<file path="config.mk">
export PLATFORM = sky130hd
export DESIGN_NAME = par_to_serial_tx
export DESIGN_NICKNAME = d
export VERILOG_FILES = /design/src/rtl/phy_tx_pkg.sv /design/src/rtl/shift8_load.sv /design/src/rtl/par_to_serial_tx.sv
export SDC_FILE = /design/constraint.sdc
export NUM_CORES = 1
export LEC_CHECK = 0
export ABC_AREA = 1
export CAP_MARGIN = 20
export CELL_PAD_IN_SITES_DETAIL_PLACEMENT = 1
export CELL_PAD_IN_SITES_GLOBAL_PLACEMENT = 1
export CORE_UTILIZATION = 40
export DETAILED_ROUTE_END_ITERATION = 8
export PLACE_DENSITY_LB_ADDON = 0.15
export SYNTH_ARGS = -nofsm -noshare
export SYNTH_HDL_FRONTEND = slang
export SYNTH_SLANG_ARGS = --single-unit
</file>
<file path="constraint.sdc">
create_clock -name clk -period 3.7 [get_ports clk]
set_input_delay 0.37 -clock clk [delete_from_list [all_inputs] [get_ports clk]]
set_output_delay 0.37 -clock clk [all_outputs]
set_load 0.02 [all_outputs]
</file>
<file path="src/rtl/phy_tx_pkg.sv">
// Shared PHY transmit-path definitions: serializer state encoding and the idle/sync
// byte that the receive-side aligner also looks for.
package phy_tx_pkg;

    typedef enum logic [1:0] {
        ST_RESET  = 2'd0,
        ST_SYNC   = 2'd1,
        ST_ACTIVE = 2'd2
    } tx_state_t;

    localparam logic [7:0] IDLE_BYTE_DEFAULT = 8'hBC;
    localparam int         SYNC_CNT_W        = 4;

endpackage

</file>
<file path="src/rtl/shift8_load.sv">
// 8-bit parallel-load, MSB-first shift register with a 3-bit bit counter.
// A load always restarts the counter at 0; shifting fills with zeros.
module shift8_load (
    input  logic       clk,
    input  logic       srst,
    input  logic       load,
    input  logic       shift_en,
    input  logic [7:0] load_data,
    output logic       msb,
    output logic [2:0] cnt
);

    logic [7:0] shift_reg;
    logic [2:0] cnt_reg;

    always_ff @(posedge clk) begin
        if (srst) begin
            shift_reg <= 8'd0;
            cnt_reg   <= 3'd0;
        end else if (load) begin
            shift_reg <= load_data;
            cnt_reg   <= 3'd0;
        end else if (shift_en) begin
            shift_reg <= {shift_reg[6:0], 1'b0};
            cnt_reg   <= cnt_reg + 3'd1;
        end
    end

    assign msb = shift_reg[7];
    assign cnt = cnt_reg;

endmodule

</file>
<file path="src/rtl/par_to_serial_tx.sv">
// Byte-to-bit serializer: sends SYNC_BYTES idle bytes after reset, then one byte per
// eight bit clocks, substituting the idle byte whenever upstream offers no valid data.
module par_to_serial_tx
    import phy_tx_pkg::*;
#(
    parameter logic [7:0] IDLE_BYTE  = IDLE_BYTE_DEFAULT,
    parameter int         SYNC_BYTES = 4
) (
    input  logic       clk,
    input  logic       reset,
    input  logic [7:0] data_in,
    input  logic       valid_in,
    output logic       byte_strobe,
    output logic       data_out,
    output logic       valid_out,
    output logic       active
);

    localparam logic [SYNC_CNT_W-1:0] SYNC_LAST = SYNC_CNT_W'(SYNC_BYTES);

    tx_state_t             state_reg, state_next;
    logic [SYNC_CNT_W-1:0] sync_cnt_reg;
    logic                  valid_reg;
    logic [2:0]            cnt;
    logic                  last_bit;
    logic                  final_sync;
    logic                  load;
    logic                  data_load;
    logic [7:0]            load_data;

    assign last_bit   = (cnt == 3'd7);
    assign final_sync = (sync_cnt_reg == SYNC_LAST);

    always_ff @(posedge clk) begin
        if (reset) begin
            state_reg <= ST_RESET;
        end else begin
            state_reg <= state_next;
        end
    end

    always_comb begin
        state_next = state_reg;
        case (state_reg)
            ST_RESET:  state_next = ST_SYNC;
            ST_SYNC:   if (last_bit && final_sync) state_next = ST_ACTIVE;
            ST_ACTIVE: state_next = ST_ACTIVE;
            default:   state_next = ST_RESET;
        endcase
    end

    // Data-load edges are the last sync byte boundary and every byte boundary in ACTIVE.
    always_comb begin
        load      = 1'b0;
        data_load = 1'b0;
        case (state_reg)
            ST_RESET:  load = 1'b1;
            ST_SYNC: begin
                load      = last_bit;
                data_load = last_bit && final_sync;
            end
            ST_ACTIVE: begin
                load      = last_bit;
                data_load = last_bit;
            end
            default: begin
                load      = 1'b0;
                data_load = 1'b0;
            end
        endcase
        load_data = (data_load && valid_in) ? data_in : IDLE_BYTE;
    end

    always_ff @(posedge clk) begin
        if (reset) begin
            sync_cnt_reg <= '0;
        end else if (state_reg == ST_RESET) begin
            sync_cnt_reg <= SYNC_CNT_W'(1);
        end else if (state_reg == ST_SYNC && last_bit && !final_sync) begin
            sync_cnt_reg <= sync_cnt_reg + SYNC_CNT_W'(1);
        end
    end

    always_ff @(posedge clk) begin
        if (reset) begin
            valid_reg <= 1'b0;
        end else if (load) begin
            valid_reg <= data_load && valid_in;
        end
    end

    shift8_load u_shift (
        .clk       (clk),
        .srst      (reset),
        .load      (load),
        .shift_en  (state_reg != ST_RESET),
        .load_data (load_data),
        .msb       (data_out),
        .cnt       (cnt)
    );

    assign byte_strobe = data_load;
    assign valid_out   = valid_reg;
    assign active      = (state_reg == ST_ACTIVE);

endmodule

</file>
==> run_summary.xml <==
<?xml version="1.0" encoding="UTF-8"?>
<metrics>
  <group name="logic_synthesis">
    <metric name="synth.net_count" unit="">149</metric>
    <metric name="seq_area_frac_synth" unit="%">36.92</metric>
    <metric name="cell_area_after_synthesis" unit="um^2">975.9</metric>
    <metric name="ys_ff_latch" unit="">18</metric>
    <metric name="netlist_instances" unit="">130</metric>
    <metric name="synthDistinctLibCells" unit="">21</metric>
    <metric name="synth.yosys.warnings" unit="">0</metric>
    <metric name="synth.avg_cell_area" unit="um^2">7.507</metric>
  </group>
  <group name="timing">
    <metric name="drv_slew" unit="">0</metric>
    <metric name="finalCritPeriodShare" unit="%">65.94</metric>
    <metric name="rsz_0062_raised_after_global_routing" unit="">no</metric>
    <metric name="maxClockFrequency" unit="MHz">409.9</metric>
    <metric name="timing_worst_slew_pin_value" unit="ns">0.4991</metric>
    <metric name="setup_slack" unit="ns">1.260</metric>
    <metric name="setup_viol" unit="">0</metric>
    <metric name="timing_hold_violations_final" unit="">0</metric>
    <metric name="fin_crit" unit="ns">2.440</metric>
    <metric name="finalClockSkew" unit="ns">0.006422</metric>
    <metric name="max_slew_margin" unit="%">66.73</metric>
    <metric name="totalNegativeSetupSlack" unit="ns">0</metric>
  </group>
  <group name="run_status">
    <metric name="status" unit="">completed</metric>
  </group>
  <group name="setup_path">
    <metric name="critical-path-max-stage-delay" unit="ns">0.62</metric>
    <metric name="crit_buf_inv" unit="">3</metric>
    <metric name="slowest_stage" unit="">clkdlybuf4s50_1</metric>
    <metric name="critical_path_cell_by_cell" unit="">inv_1, ha_1, inv_1, nor2_1, nand2_1, nand2_2, clkdlybuf4s50_1</metric>
    <metric name="critPathTopFamily" unit="">buffers and inverters</metric>
    <metric name="required_time_reported_for_the_critical_path_endpoint" unit="ns">3.33</metric>
    <metric name="worstSetupPathType" unit="">flip-flop to output pin</metric>
    <metric name="nature_of_the_critical_path_startpoint" unit="">flip-flop</metric>
    <metric name="r2r_depth" unit="">8</metric>
    <metric name="critical_path.endpoint_type" unit="">output pin</metric>
    <metric name="cp_dominant_cell_by_count" unit="">inv_1</metric>
    <metric name="timing.critical_path.arrival" unit="ns">2.07</metric>
    <metric name="worst_r2r_endpoint" unit="">u_shift.shift_reg[5]</metric>
    <metric name="setup.reg_to_reg.worst_slack" unit="ns">1.87</metric>
    <metric name="critical_path.reg2reg.startpoint" unit="">state_reg[0]</metric>
    <metric name="cp_max_fo" unit="">7</metric>
  </group>
  <group name="detailed_routing">
    <metric name="drt-initial-drc-count" unit="">12</metric>
    <metric name="drt.antenna.violating_nets" unit="">0</metric>
    <metric name="drc" unit="">0</metric>
    <metric name="totalWireLength" unit="mm">2.394</metric>
    <metric name="post_detailed_route_wirelength_per_cell" unit="um">13.84</metric>
    <metric name="detail_route.vias_per_cell" unit="">4.988</metric>
    <metric name="num_vias" unit="">863</metric>
    <metric name="first_pass_iters" unit="">4</metric>
  </group>
  <group name="clock_tree">
    <metric name="cts_root_buf" unit="">clkbuf_4</metric>
    <metric name="clock_path_buffers" unit="">2</metric>
    <metric name="insertion_delay" unit="ns">0.29</metric>
    <metric name="clkTransAtPathRegs" unit="ns">0.11</metric>
    <metric name="cts_repair_resize_count" unit="">0</metric>
    <metric name="cts_tree" unit="">built</metric>
    <metric name="h-tree-depth" unit="">1</metric>
    <metric name="post_cts.repair.setup_buffers" unit="">0</metric>
    <metric name="numCtsBuffers" unit="">3</metric>
    <metric name="cts.sink_count" unit="">18</metric>
    <metric name="cts_hold_buf" unit="">0</metric>
  </group>
  <group name="final_layout">
    <metric name="final_util" unit="%">51.50</metric>
    <metric name="finalNetCount" unit="">165</metric>
    <metric name="most-common-layout-cells" unit="">nand2_1 (22), dfxtp_1 (18), inv_1 (17)</metric>
    <metric name="area_growth_syn_to_layout" unit="%">18.97</metric>
    <metric name="fillers" unit="">309</metric>
    <metric name="largest_register_ff_count" unit="">8</metric>
    <metric name="final_common_cell" unit="">nand2_1</metric>
    <metric name="n_antenna_cell" unit="">0</metric>
    <metric name="post_route_cells_drive_above_1_share" unit="%">8.966</metric>
    <metric name="layout.cells.non_filler" unit="">173</metric>
  </group>
  <group name="power">
    <metric name="p_per_cell_area" unit="mW/mm^2">669.7</metric>
    <metric name="max-vdd-ir-drop" unit="mV">0.3613</metric>
    <metric name="cellLeakagePower" unit="nW">0.5062</metric>
    <metric name="report.power.total" unit="W">0.0007776</metric>
  </group>
  <group name="floorplan">
    <metric name="initial_utilization" unit="%">43.29</metric>
    <metric name="top_level_ports" unit="">15</metric>
    <metric name="die_w" unit="um">51.40</metric>
    <metric name="rows" unit="">17</metric>
    <metric name="floorplan.die_area" unit="mm^2">0.002641</metric>
    <metric name="fp.coreArea" unit="mm^2">0.002255</metric>
    <metric name="die_h" unit="um">51.40</metric>
  </group>
  <group name="grt">
    <metric name="grtUsageTotal" unit="%">20.79</metric>
    <metric name="grt_first_pass_wirelength" unit="mm">3.995</metric>
    <metric name="grt_pass1_vias" unit="">908</metric>
    <metric name="antenna_found_initial" unit="">0</metric>
    <metric name="grt_start_max_net_pins" unit="">13</metric>
    <metric name="final_global_route_overflow_total" unit="">0</metric>
  </group>
  <group name="placement">
    <metric name="post-dp-hpwl" unit="mm">1.795</metric>
    <metric name="place_congestion" unit="">0.7985</metric>
    <metric name="placement.setup.worst_slack" unit="ns">1.568</metric>
    <metric name="placedCellCount" unit="">169</metric>
    <metric name="port_buffers" unit="">14</metric>
  </group>
  <group name="min_path">
    <metric name="holdPathStages" unit="">2</metric>
    <metric name="hold-path-endpoint" unit="">valid_out</metric>
    <metric name="kind_of_path_behind_the_tightest_hold_check" unit="">flip-flop to flip-flop</metric>
    <metric name="min-delay-start" unit="">valid_out</metric>
  </group>
  <group name="job">
    <metric name="max_cap_viol_count" unit="">0</metric>
  </group>
</metrics>
-- worst reg2reg max path, stage by stage, from the launching register on --
cell	delay, ns
dfxtp_1	0.39
inv_1	0.08
ha_1	0.38
inv_4	0.16
nand2_4	0.06
nand2_4	0.14
nand2_2	0.18
o21ai_0	0.25
a21oi_1	0.07
-- cell families after synthesis --
kind of cell | share of synthesized area [%]
xor+xnor | 0.8976
compound gates | 15.90
fa+ha+maj | 10.26
simple gates | 25.26
flops | 36.92
buf+inv | 10.77
-- worst max path at each step --
stage,from,end,slack [ns],cells after the start
after floorplan,state_reg[0],u_shift.shift_reg[1],2.26,9
after global placement,state_reg[0],byte_strobe,1.63,7
after detailed placement,state_reg[0],byte_strobe,1.57,7
after CTS,state_reg[0],byte_strobe,1.23,7
after global routing,state_reg[0],byte_strobe,1.06,7
final,state_reg[0],byte_strobe,1.26,7
-- synthesized netlist by cell type, drive strengths merged --
| library cell | count | share of area [%] |
|---|---|---|
| clkinv | 1 | 0.51 |
| buf | 2 | 2.3 |
| nor3 | 2 | 1.0 |
| a21oi | 14 | 7.2 |
| xor2 | 1 | 0.90 |
| dfxtp | 18 | 37 |
| nand3 | 7 | 3.6 |
| ha | 8 | 10 |
| nand2 | 27 | 13 |
| o21ai | 17 | 8.7 |
| or2 | 5 | 3.2 |
| inv | 19 | 7.6 |
| nor2 | 8 | 4.7 |
| clkbuf | 1 | 0.38 |
-- through the flow --
stage	instance area (um^2)	hold WS, ns
3_5_place_dp	1125	0.4622
4_1_cts	1161	0.4781
6_report	1161	0.4764
2_1_floorplan	975.9	0.4388
5_1_grt	1161	0.5011
3_3_place_gp	1125	0.4513
-- cell type report --
type | instances | area, um^2 | share of cell area [%]
flip-flops and latches | 18 | 360.3 | 31.03
clock buffers | 4 | 36.28 | 3.125
well taps | 28 | 35.03 | 3.017
inverters | 20 | 78.83 | 6.789
multi-input cells | 89 | 510.5 | 43.97
repair buffers | 14 | 140.1 | 12.07
-- layer usage --
metal	share of wire (%)	GRT usage, %	vias to the layer above
li1	-	-	445
met1	46	23.65	399
met2	50	37.45	15
met3	2.3	3.274	4
met4	1.7	9.459	0
met5	0	0	-
-- report_power, final --
part	leakage, nW	switching (W)	internal (W)
clock network	0.0210	0.0000630	0.0000599
registers	0.148	0.0000331	0.000248
logic	0.337	0.000238	0.000135
No activity file was read; power rests on OpenSTA's default activity.
==> variant 1, RTL diff (same flow settings) <==
Encoding of `tx_state_t`: now one-hot (3 bits for 3 states).
--- a/src/rtl/phy_tx_pkg.sv
+++ b/src/rtl/phy_tx_pkg.sv
@@ -4,6 +4,6 @@
 
-    typedef enum logic [1:0] {
-        ST_RESET  = 2'd0,
-        ST_SYNC   = 2'd1,
-        ST_ACTIVE = 2'd2
+    typedef enum logic [2:0] {
+        ST_RESET  = 3'b001,
+        ST_SYNC   = 3'b010,
+        ST_ACTIVE = 3'b100
     } tx_state_t;
Function: same outputs for any inputs over 10 cycles, from zero or initial values and one cycle with reset high; not proved beyond that.
==> variant 1 against the original RTL <==
  * Global-route usage down 2.8 points
  * Wire length down 21%
  * Synthesized cell count down 11%
  * Sequential cell count up 1
  * Cell count down 6.9%
  * Area after synthesis down 8.2%
  * Cell area down 5.6%
  * Worst setup slack better by 0.023 ns
  * Largest cell class unchanged
Power is not compared: it rests on default switching activity, and its combinational part moved more than twofold at a synthesized area within 25%.
==> variant 1: results (changes against the original RTL) <==
\begin{tabular}{lr}
\hline
Metric & Value \\
\hline
\multicolumn{2}{l}{\textbf{Routing}} \\
\quad Routed wl met3 & 60 microns (was 56 microns) \\
\quad Final wirelength & 1880 microns (was 2390 microns) \\
\quad DRT met1 WL & 861 microns (was 1100 microns) \\
\quad Via-per-instance ratio & 4.87 (was 4.99) \\
\multicolumn{2}{l}{\textbf{Power}} \\
\quad Pwr Total & 406 uW \\
\multicolumn{2}{l}{\textbf{Yosys}} \\
\quad Commonest cells in the netlist & sky130\_fd\_sc\_hd\_\_nand2\_1 (20), sky130\_fd\_sc\_hd\_\_dfxtp\_1 (19), sky130\_fd\_sc\_hd\_\_nor2\_1 (17) (was sky130\_fd\_sc\_hd\_\_nand2\_1 (22), sky130\_fd\_sc\_hd\_\_dfxtp\_1 (18), sky130\_fd\_sc\_hd\_\_inv\_1 (17)) \\
\quad Number of different library cells in the post-synthesis netlist & 20 (was 21) \\
\quad Xor and xnor area share after synthesis & 0.978\% (was 0.897\%) \\
\quad Adder-cell share of the synthesized area & 5.59\% (was 10.3\%) \\
\quad Synthesized area per cell & 7.72 sq um (was 7.51 sq um) \\
\quad Register area share after synthesis & 42.5\% (was 36.9\%) \\
\multicolumn{2}{l}{\textbf{Worst setup path}} \\
\quad Setup slack, reg-to-reg & 2.24 ns (was 1.87 ns) \\
\quad Arr. time, crit path & 2.05 ns (was 2.07 ns) \\
\quad Source of the worst register-to-register timing path & u\_shift.cnt[0] (was state\_reg[0]) \\
\quad R2R cell count & 7 (was 8) \\
\quad Maximum fanout along the worst path & 10 (was 7) \\
\multicolumn{2}{l}{\textbf{Placement}} \\
\quad Worst slack after detailed placement & 1.60 ns (was 1.57 ns) \\
\quad Cell Area, Placed & 0.00107 sq mm (was 0.00112 sq mm) \\
\multicolumn{2}{l}{\textbf{Cells and area}} \\
\quad Non-filler cells, final & 161 (was 173) \\
\quad FILL cells & 271 (was 309) \\
\quad Proportion of layout cells with a drive suffix above 1 & 11.2\% (was 8.97\%) \\
\quad Multi-input gate area in the final layout & 455 sq um (was 510 sq um) \\
\multicolumn{2}{l}{\textbf{Run status}} \\
\quad Status & finished, final reports clean (unchanged) \\
\multicolumn{2}{l}{\textbf{Global routing}} \\
\quad Wire length of the first global-routing pass & 3370 microns (was 4000 microns) \\
\quad Overall routing resource usage & 18.0\% (was 20.8\%) \\
\multicolumn{2}{l}{\textbf{STA}} \\
\quad Largest clock skew in the final design & 0.00174 ns (was 0.00642 ns) \\
\quad Worst slew pin tran & 0.333 ns (was 0.499 ns) \\
\quad Post-route worst setup slack & 1.28 ns (was 1.26 ns) \\
\multicolumn{2}{l}{\textbf{Min path}} \\
\quad Worst hold path depth & 1 (was 2) \\
\hline
\end{tabular}
[variant 1: layout make-up]
type,instances,share of cell area (%)
multi-input cells,81,41.6
inverters,16,5.48
repair buffers,14,12.8
well taps,27,3.08
clock buffers,4,2.40
flip-flops and latches,19,34.7
[variant 1: how the worst min path moves through the flow]
stage | from | endpoint | slack [ns]
after global placement | u_shift.cnt[0] | u_shift.cnt[0] | 0.41
after CTS | u_shift.cnt[0] | u_shift.cnt[0] | 0.43
final | u_shift.cnt[0] | u_shift.cnt[0] | 0.43
after detailed placement | u_shift.cnt[0] | u_shift.cnt[0] | 0.42
after global routing | u_shift.cnt[0] | u_shift.cnt[0] | 0.45
after floorplan | u_shift.cnt[0] | u_shift.cnt[0] | 0.40
[variant 1: logic make-up (layout without fill, tap and decap cells)]
logic type | Yosys count | after routing
adders and majority gates | 4 | 4
buffers and inverters | 16 | 34
xor gates and xnor gates | 1 | 1
DFF | 19 | 19
AOI/OAI and AO/OA | 11 | 11
and+or+nand+nor | 65 | 65
==> variant 2, RTL diff (same settings) <==
Made on the original files. `SYNC_CNT_W`: 4 -> 5.
--- a/src/rtl/phy_tx_pkg.sv
+++ b/src/rtl/phy_tx_pkg.sv
@@ -11,3 +11,3 @@
     localparam logic [7:0] IDLE_BYTE_DEFAULT = 8'hBC;
-    localparam int         SYNC_CNT_W        = 4;
+    localparam int         SYNC_CNT_W        = 5;
 
Formal check against the unedited RTL: same outputs for any inputs over 10 cycles, from zero or initial values and one cycle with reset high; that may be too few to reach the edited logic, so the function may still have changed.
==> variant 2 against the original RTL <==
  * Wire length fell by 3.3%
  * Sequential cell count rose by 1
  * Sequential share of layout area fell by 0.85 points
  * Critical path type unchanged
  * Synthesized cell count rose by 11%
  * Register-to-register slack improved by 0.07 ns
  * Cell area rose by 8.5%
  * Area after synthesis rose by 13%
  * Power rose by 2.5%
  * Clock power fell by 13%
  * Worst setup slack got worse by 0.0084 ns
==> variant 2: results (changes against the original RTL) <==
\begin{tabular}{lr}
\hline
Metric & Value \\
\hline
\multicolumn{2}{l}{\textbf{Power}} \\
\quad Net switching power figure & 362 uW (was 335 uW) \\
\quad Worst VDD drop & 0.348 mV (was 0.361 mV) \\
\quad Leakage & 0.000539 uW (was 0.000506 uW) \\
\multicolumn{2}{l}{\textbf{Run status}} \\
\quad Status & finished, final reports clean (unchanged) \\
\multicolumn{2}{l}{\textbf{Worst setup path}} \\
\quad Biggest cell delay along the critical path & 0.60 ns (was 0.62 ns) \\
\quad Family with the most delay on the worst path & buffers and inverters (unchanged) \\
\quad Setup slack, reg-to-reg & 1.94 ns (was 1.87 ns) \\
\quad Slowest cell on crit path & sky130\_fd\_sc\_hd\_\_clkdlybuf4s50\_1 (unchanged) \\
\quad R2R cell count & 10 (was 8) \\
\quad Maximum fanout along the worst path & 7 (unchanged) \\
\quad Worst flop-to-flop path endpoint & u\_shift.shift\_reg[6] (was u\_shift.shift\_reg[5]) \\
\multicolumn{2}{l}{\textbf{Routing}} \\
\quad Final wirelength & 2310 microns (was 2390 microns) \\
\quad Via-per-instance ratio & 5.01 (was 4.99) \\
\multicolumn{2}{l}{\textbf{Yosys}} \\
\quad Register area share after synthesis & 34.4\% (was 36.9\%) \\
\quad Commonest cells in the netlist & sky130\_fd\_sc\_hd\_\_nand2\_1 (31), sky130\_fd\_sc\_hd\_\_inv\_1 (23), sky130\_fd\_sc\_hd\_\_dfxtp\_1 (19) (was sky130\_fd\_sc\_hd\_\_nand2\_1 (22), sky130\_fd\_sc\_hd\_\_dfxtp\_1 (18), sky130\_fd\_sc\_hd\_\_inv\_1 (17)) \\
\quad Gate Count Post-Synth & 144 (was 130) \\
\quad Number of different library cells in the post-synthesis netlist & 23 (was 21) \\
\quad Post-synth net total & 163 (was 149) \\
\multicolumn{2}{l}{\textbf{Global routing}} \\
\quad Met1 routing resource usage after global routing & 26.1\% (was 23.6\%) \\
\quad Overall routing resource usage & 19.4\% (was 20.8\%) \\
\quad Vias in the first global route & 914 (was 908) \\
\multicolumn{2}{l}{\textbf{Placement}} \\
\quad Routability-driven placement congestion ratio & 0.771 (was 0.799) \\
\quad Detailed-placement wirelength estimate & 1880 microns (was 1790 microns) \\
\multicolumn{2}{l}{\textbf{STA}} \\
\quad Worst rel slew slack & 68.8\% (was 66.7\%) \\
\quad Largest clock skew in the final design & 0.00204 ns (was 0.00642 ns) \\
\multicolumn{2}{l}{\textbf{CTS}} \\
\quad CTS max path bufs & 2 (unchanged) \\
\quad Count of buffers added by post-CTS timing repair for setup & 0 (unchanged) \\
\multicolumn{2}{l}{\textbf{Min path}} \\
\quad Min-delay worst type & flip-flop to flip-flop (unchanged) \\
\hline
\end{tabular}
==> variant 2: cell count changes after synthesis, sizes merged, moves of 2 or more <==
cell and change:
inv +6, nand2 +9, nand3 +2, o21ai -2
or2 -5
==> variant 2: cell type report <==
cell class	instances	area, sq um
fillers	340	1280
multi-input cells	96	578
flip-flops and latches	19	380
repair buffers	14	140
inverters	25	96.3
well taps	30	37.5
clock buffers	3	22.5
clock inverters	1	5.00
==> variant 2: cells by family after synthesis <==
group / share of synthesized area, %
compound gates: 18.3
xor+xnor: 1.59
fa+ha+maj: 9.06
buf+inv: 13.3
flops: 34.4
simple gates: 23.3
==> variant 2: worst min-delay path: cells and delay by family (launching register included) <==
family / cells / cell delay (ns)
AOI/OAI and AO/OA: 1 / 0.05
DFF: 1 / 0.33
and+or+nand+nor: 1 / 0.06
==> variant 2: power groups by stage <==
stage                     clock network, uW  logic, uW  registers [uW]
after detailed placement                  0        400             301
after CTS                               112        402             296
final                                   107        396             295
after global routing                    121        451             303
after global placement                    0        382             295
after floorplan                           0        359             298
==> variant 2: worst max-delay path by stage <==
stage | from | to | slack (ns) | cells after the start
5_1_grt | state_reg[0] | byte_strobe | 1.08 | 7
6_report | state_reg[0] | byte_strobe | 1.25 | 7
3_5_place_dp | state_reg[0] | byte_strobe | 1.58 | 7
4_1_cts | state_reg[0] | byte_strobe | 1.23 | 7
3_3_place_gp | state_reg[0] | byte_strobe | 1.66 | 7
2_1_floorplan | state_reg[0] | u_shift.shift_reg[7] | 2.19 | 10
==> variant 2: metrics by stage <==
stage               area [sq um]  utilization [%]  worst slack, ns
detailed placement          1230             48.4             1.58
CTS                         1260             49.5             1.23
global route                1260             49.5             1.08
finish                      1260             49.5             1.25
global placement            1230             48.4             1.66
floorplan                   1100                -             2.19
==> variant 2: metal layers <==
metal,vias up,part of all wire (%)
met5,-,0
met4,0,0.69
met3,2,3.3
met2,15,45
met1,441,51
li1,484,-
